$ cat src/rtl/mul_share_arbiter.sv
// Round-robin arbiter sharing one iterative 4x4 multiplier core between two
// requesters; latches operands, starts the core, and returns products with timeout.
module mul_share_arbiter #(
  parameter int TIMEOUT = 32,
  parameter int CNT_W   = 8
) (
  input  logic         clk,
  input  logic         reset_n,
  input  logic         req0,
  input  logic [3:0]   a0,
  input  logic [3:0]   b0,
  input  logic         req1,
  input  logic [3:0]   a1,
  input  logic [3:0]   b1,
  output logic         done0,
  output logic         done1,
  output logic         err,
  output logic [7:0]   z0,
  output logic [7:0]   z1,
  output logic         busy,
  output logic         gnt,
  output logic         mul_start,
  output logic [3:0]   mul_a,
  output logic [3:0]   mul_b,
  input  logic         mul_done,
  input  logic [7:0]   mul_z
);

  typedef enum logic [1:0] {S_IDLE, S_ISSUE, S_WAIT, S_RESP} state_t;

  state_t             state;
  logic [CNT_W-1:0]   cnt;
  logic               grant_idx;

  // On a tie the requester that was not served last wins.
  // NOTE: every always_comb output gets a default first so no latch is inferred.
  always_comb begin
    grant_idx = 1'b0;
    if (req0 && req1) grant_idx = ~gnt;
    else              grant_idx = req1;
  end

  assign busy = (state != S_IDLE);

  // NOTE: sequential state uses non-blocking assignments only, so every flop
  // sees the pre-edge values of its neighbours.
  always_ff @(posedge clk or negedge reset_n) begin
    if (!reset_n) begin
      state     <= S_IDLE;
      cnt       <= '0;
      gnt       <= 1'b1;
      mul_a     <= 4'h0;
      mul_b     <= 4'h0;
      mul_start <= 1'b0;
      done0     <= 1'b0;
      done1     <= 1'b0;
      err       <= 1'b0;
      z0        <= 8'h00;
      z1        <= 8'h00;
    end else begin
      mul_start <= 1'b0;
      done0     <= 1'b0;
      done1     <= 1'b0;
      err       <= 1'b0;
      case (state)
        S_IDLE: begin
          if (req0 || req1) begin
            gnt       <= grant_idx;
            mul_a     <= grant_idx ? a1 : a0;
            mul_b     <= grant_idx ? b1 : b0;
            mul_start <= 1'b1;
            state     <= S_ISSUE;
          end
        end
        S_ISSUE: begin
          cnt   <= '0;
          state <= S_WAIT;
        end
        S_WAIT: begin
          if (mul_done) begin
            if (gnt) z1 <= mul_z;
            else     z0 <= mul_z;
            done0 <= ~gnt;
            done1 <= gnt;
            state <= S_RESP;
          end else if (cnt == CNT_W'(TIMEOUT - 1)) begin
            // Timed out: the requester receives a zero product flagged with err.
            if (gnt) z1 <= 8'h00;
            else     z0 <= 8'h00;
            done0 <= ~gnt;
            done1 <= gnt;
            err   <= 1'b1;
            state <= S_RESP;
          end else begin
            cnt <= cnt + CNT_W'(1);
          end
        end
        S_RESP:  state <= S_IDLE;
        default: state <= S_IDLE;
      endcase
    end
  end

endmodule

$ cat config.mk
export PLATFORM = sky130hd
export DESIGN_NAME = mul_share_arbiter
export DESIGN_NICKNAME = d
export VERILOG_FILES = /design/src/rtl/mul_share_arbiter.sv
export SDC_FILE = /design/constraint.sdc
export NUM_CORES = 1
export LEC_CHECK = 0
export CAP_MARGIN = 20
export CORE_ASPECT_RATIO = 0.7
export CORE_MARGIN = 5
export CORE_UTILIZATION = 40
export DETAILED_ROUTE_END_ITERATION = 10
export PLACE_DENSITY = 0.75
export SYNTH_ARGS = -nofsm -noshare
export SYNTH_HDL_FRONTEND = slang
export SYNTH_SLANG_ARGS = --single-unit
$ cat constraint.sdc
create_clock -name clk -period 2 [get_ports clk]
set_clock_uncertainty 0.1 [all_clocks]
set_input_delay 0.2 -clock clk [delete_from_list [all_inputs] [get_ports clk]]
set_output_delay 0.2 -clock clk [all_outputs]
set_load 0.02 [all_outputs]
* After elaboration in Yosys (flattened, before gate mapping)
Index checks and enable logic that the tools add are counted.
** Word-level totals
- Register bits after elaboration :: 39
** Operators by class
- Add/subtract/negate cells :: 1
- Equality and inequality tests :: 12
- Multiplexer cells :: 29
- Bitwise logic cells :: 1
- Reductions and logical operators :: 11
** Operators by type and width (number)
- 8-bit 2-to-1 mux :: 10
- 8-bit case mux with 2 select lines :: 1
- 2-bit != test (second input constant) :: 7
- 1-bit 2-to-1 mux :: 12
- 8-bit by 1-bit adder with 8-bit output (second input constant) :: 1
- 8-bit by 5-bit == test with 1-bit output (second input constant) :: 1
- 4-bit 2-to-1 mux :: 2
- 2-bit case mux with 4 select lines :: 1
- 4-bit AND reduction :: 2
- 2-bit 2-to-1 mux :: 3
- 2-bit nonzero test :: 3
- 2-bit == test (second input constant) :: 2
- 2-bit AND reduction :: 2
- 3-bit != test (second input constant) :: 1
- 3-bit AND reduction :: 1
- 2-bit by 1-bit == test with 1-bit output (second input constant) :: 1
- 2-bit zero test :: 1
- 1-bit logical AND :: 1
- 1-bit logical OR :: 1
- 1-bit inverter :: 1

* Depth between registers and ports, before layout
- Depth in word-level cells :: 4
- Mapped depth :: 7
- Depth with buffers taken out :: 6

* Worst setup path after synthesis
No wires, ideal clock.
- Kind :: reg2reg
- From :: register cnt[0]
- To :: register cnt[6]
- Arrival :: 1.607 ns
- Required time :: 1.782 ns
- Setup slack :: 0.175 ns
- Cell stages (with the launch flop) :: 6
- Path buffers :: 0
- Cell sequence :: dfrtp_1 ha_1 and4_1 a21oi_2 mux2_2 a21o_1
** Between the ends
- Word-level cells in the longest chain between the ends :: 4
- Elaborated cells on any way between the ends :: 7
- Those cells by class :: 1 x add/sub; 2 x eq/ne; 3 x mux; 1 x reduce/logical
** Ends and longest elaborated chain
- start: declaration :: line 32 : logic [CNT_W-1:0] cnt;
- start signal: assignment :: line 95 : cnt <= cnt + CNT_W'(1);
- 8-bit by 1-bit adder with 8-bit output :: line 95
- 8-bit 2-to-1 mux :: line 86 : end else if (cnt == CNT_W'(TIMEOUT - 1)) begin
- 8-bit 2-to-1 mux :: line 80 : if (mul_done) begin
- 8-bit case mux with 2 select lines :: line 65 : case (state)
Several ways; a longest one is shown, not always the timed one. The select of a mux whose other input is x is not followed.
A chain may end at the register's enable or synchronous reset.

* Worst setup path after layout
- From :: register cnt[0]
- To :: register z0[3]
** Between the ends
- Word-level cells in the longest chain between the ends :: 3
- Elaborated cells on any way between the ends :: 4
- Those cells by class :: 2 x eq/ne; 2 x reduce/logical
** Ends and longest elaborated chain
- 8-bit by 5-bit == test with 1-bit output * :: line 86
- 2-bit != test (no source line) or 2-bit nonzero test (tied branches)
- 4-bit AND reduction (no source line) *
- end signal: assignment :: line 82 : else z0 <= mul_z;
- end: declaration :: line 18 : output logic [7:0] z0,
Mark *: on every way between the ends. The rest lies on a longest branch, timed or not.

==> metrics.csv <==
stage,metric,value,unit
finish,Ant. Diodes,0,
route,DRT Pass-1 Iters,4,
timing,Slew HR,44.6,%
power,Worst VDD drop,0.000928,V
logic_synthesis,Synth Instances,146,
cts,clock latency at the later pin of the worst-skew pair,0.29,ns
run_status,status,finished clean,
die,core area,4020,sq um
route,WL final,4190,microns
power,leakage,1.16,nW
timing,unrepaired setup endpoints after global routing,true,
cts,TritonCTS clock tree,done,
setup_path,Top delay family on crit path,compound AO/OA/AOI/OAI gates,
logic_synthesis,Yosys Warn Count,0,
timing,Final Setup Violations,0,
timing,Tcrit/Tclk final,95.4,%
finish,most frequent cells in the layout,"clkdlybuf4s50_1, dfrtp_1, a22o_1",
die,Initial Util,42.6,%
placed_design,Buffers on Ports,58,
timing,fmax,0.524,GHz
cts,clock buffer depth,2,
global_routing,first-pass GRT wire length,6880,microns
logic_synthesis,cell type with the largest total area after synthesis,dfrtp_1,
global_routing,GRT overflow,0,
finish,Layout Nets,246,
placed_design,HPWL after DPL,3140,microns
logic_synthesis,Avg Inst Size Synth,11.7,sq um
logic_synthesis,Synth Register Bits,39,
setup_path,crit path max fanout,9,
global_routing,vias in the first global route,1433,
setup_path,Worst setup EP type,flip-flop,
finish,Filler cells,321,
route,DR vias,1391,
cts,CTS H-tree lvls,2,
cts,"Reg clk slew, reported paths",0.07,ns
cts,Sink Count,39,
die,Die Y,64.8,microns
route,routed vias/inst,5.25,
finish,Reg area,977,sq um
cts,Num CTS Buffers,5,
logic_synthesis,"Seq/Total Area, Yosys",57.0,%
global_routing,total track usage,15.9,%
finish,fraction of layout cells with a size suffix above 1,8.92,%
timing,Slew Limit Fails,0,
timing,minimum clock period,1.91,ns
timing,"Hold Vio Cnt, Final",0,
route,wire length per cell,15.8,microns
setup_path,"Largest stage delay, worst path",0.43,ns
cts,Post-CTS Setup Inserts,0,
logic_synthesis,Netlist Area Pre-Place,1710,sq um
power,P per Cell Area,1480,nW/um^2
setup_path,required time of the worst setup path,2.13,ns
setup_path,Worst Path Arrival,2.04,ns
route,Routed Antenna Nets,0,
finish,combined area of the multi-input logic cells,686,sq um
global_routing,pin count of the biggest net entering global routing,40,
setup_path,CP bufs+invs,0,
logic_synthesis,Post-Syn Nets,180,
timing,fin worst setup slack,0.0913,ns
timing,setup TNS,0,ns
setup_path,WS Path Type,reg -> reg,
finish,final core utilization,62.3,%
logic_synthesis,Synth area leaders,"dfrtp_1, a22o_1, mux2i_1",
route,number of DRC markers in iteration 0,71,
placed_design,RD Place Congestion,0.836,
logic_synthesis,synth unique cells,37,
die,IO Pins,59,
hold_path,Hold Crit Class,reg -> reg,
setup_path,CP Launch Type,flip-flop,
setup_path,"slowest stage cell, crit path",dfrtp_1,
die,die extent in x,88.2,microns
logic_synthesis,Yosys top cell area share,55.5,%
die,Die ar.,5710,sq um
timing,worst-margin pin slew,0.831,ns
global_routing,initial antenna violation count,0,
route,DRC Markers,0,
setup_path,CP cell instances,ha_1 -> and4_1 -> and2_1 -> o21ai_2 -> a22o_1,
finish,"commonest non-fill, non-tap cell in the layout",clkdlybuf4s50_1,
die,row count,19,
cts,Root Driver,clkbuf_8,
finish,Area Overhead vs Synth,46.2,%
job,max_cap viols,0,
placed_design,Placement Setup Slack,0.108,ns
==> Yosys cell counts <==
cell,count
buf_6,1
o31ai_1,1
clkbuf_1,1
a21oi_2,1
dfrtp_1,38
ha_1,5
buf_1,2
or3_1,1
a21boi_0,1
o211ai_2,1
mux2i_1,10
nand4_1,1
and4_1,2
a31oi_1,1
buf_2,1
mux2_2,2
nand3_1,7
dfstp_2,1
and2_1,2
a21oi_1,1
a21o_1,2
nor2_1,2
nand2b_1,2
a211o_1,1
o21ai_0,9
o32a_1,1
o21ai_2,1
a22o_1,16
inv_1,6
nor4b_1,1
o21ai_1,1
nand2_1,15
and3_1,2
nor2b_1,2
o211a_1,1
o211ai_1,1
nor3_1,3
==> worst paths after layout <==
path / start / end / depth (start not counted) / slack (ns)
min in group asynchronous: reset_n / mul_a[1] / 2 / 0.45
worst max register to register: cnt[0] / z0[3] / 5 / 0.09
max in group asynchronous: reset_n / mul_a[3] / 2 / 0.82
worst min-delay path: mul_b[0] / mul_b[0] / 2 / 0.38
worst max-delay path: cnt[0] / z0[3] / 5 / 0.09
worst min register to register: mul_b[0] / mul_b[0] / 2 / 0.38
==> area by class of cell <==
| cell class | count | area share [%] |
|---|---|---|
| multi-input combinational | 96 | 27.4 |
| clock buffer | 6 | 2.90 |
| clock inverter | 2 | 2.40 |
| timing repair buffer | 64 | 24.8 |
| tap | 52 | 2.60 |
| sequential | 39 | 39.0 |
| inverter | 6 | 0.899 |
==> metal layers <==
layer / global-route usage, % / share of wire, % / vias up
li1: - / - / 664
met1: 20.3 / 44 / 678
met2: 25.0 / 45 / 44
met3: 6.46 / 9.5 / 5
met4: 4.53 / 1.2 / 0
met5: 0 / 0 / -
==> through the flow <==
stage                     area, sq um  hold WS [ns]  total power, mW  cells
after floorplan                  1710        -0.196             2.18    146
after global placement           2360         0.232             2.92    256
after detailed placement         2360         0.248             2.99    256
after CTS                        2500         0.388             3.76    265
after global routing             2500         0.415             3.94    265
final                            2500         0.382             3.72    265
==> worst reg2reg max path, delay by kind of cell (launching register included) <==
kind            cells  cell delay (ns)
fa+ha+maj           1             0.25
flops               1             0.43
compound gates      2             0.62
simple gates        2             0.45
==> state kept, by name (all words and copies together) (netlist names) <==
name,cells
done0,1
z0,8
z1,8
mul_start,1
gnt,1
mul_a,4
done1,1
err,1
mul_b,4
cnt,8
state,2
==> report_power, final <==
| group | internal, mW | switching (mW) | total, mW |
|---|---|---|---|
| clock network | 0.498 | 0.264 | 0.762 |
| registers | 1.09 | 0.190 | 1.28 |
| logic | 0.818 | 0.852 | 1.67 |
| total | 2.41 | 1.31 | 3.72 |
==> cell families after synthesis <==
group / Yosys count / share of synthesized area, %
AO/OA/AOI/OAI: 39 / 17.4
adder cells (fa/ha/maj): 5 / 3.65
buffers and inverters: 11 / 2.92
flip-flops: 39 / 57.0
multiplexers: 12 / 7.16
AND/OR/NAND/NOR: 40 / 11.8
==> timing repair <==
action	4_1_cts	5_1_grt
setup endpoints to repair	1	4
resized for setup	1	0
hold buffers	1	0
hold endpoints to repair	38	0
(Power assumes the default switching activity.)
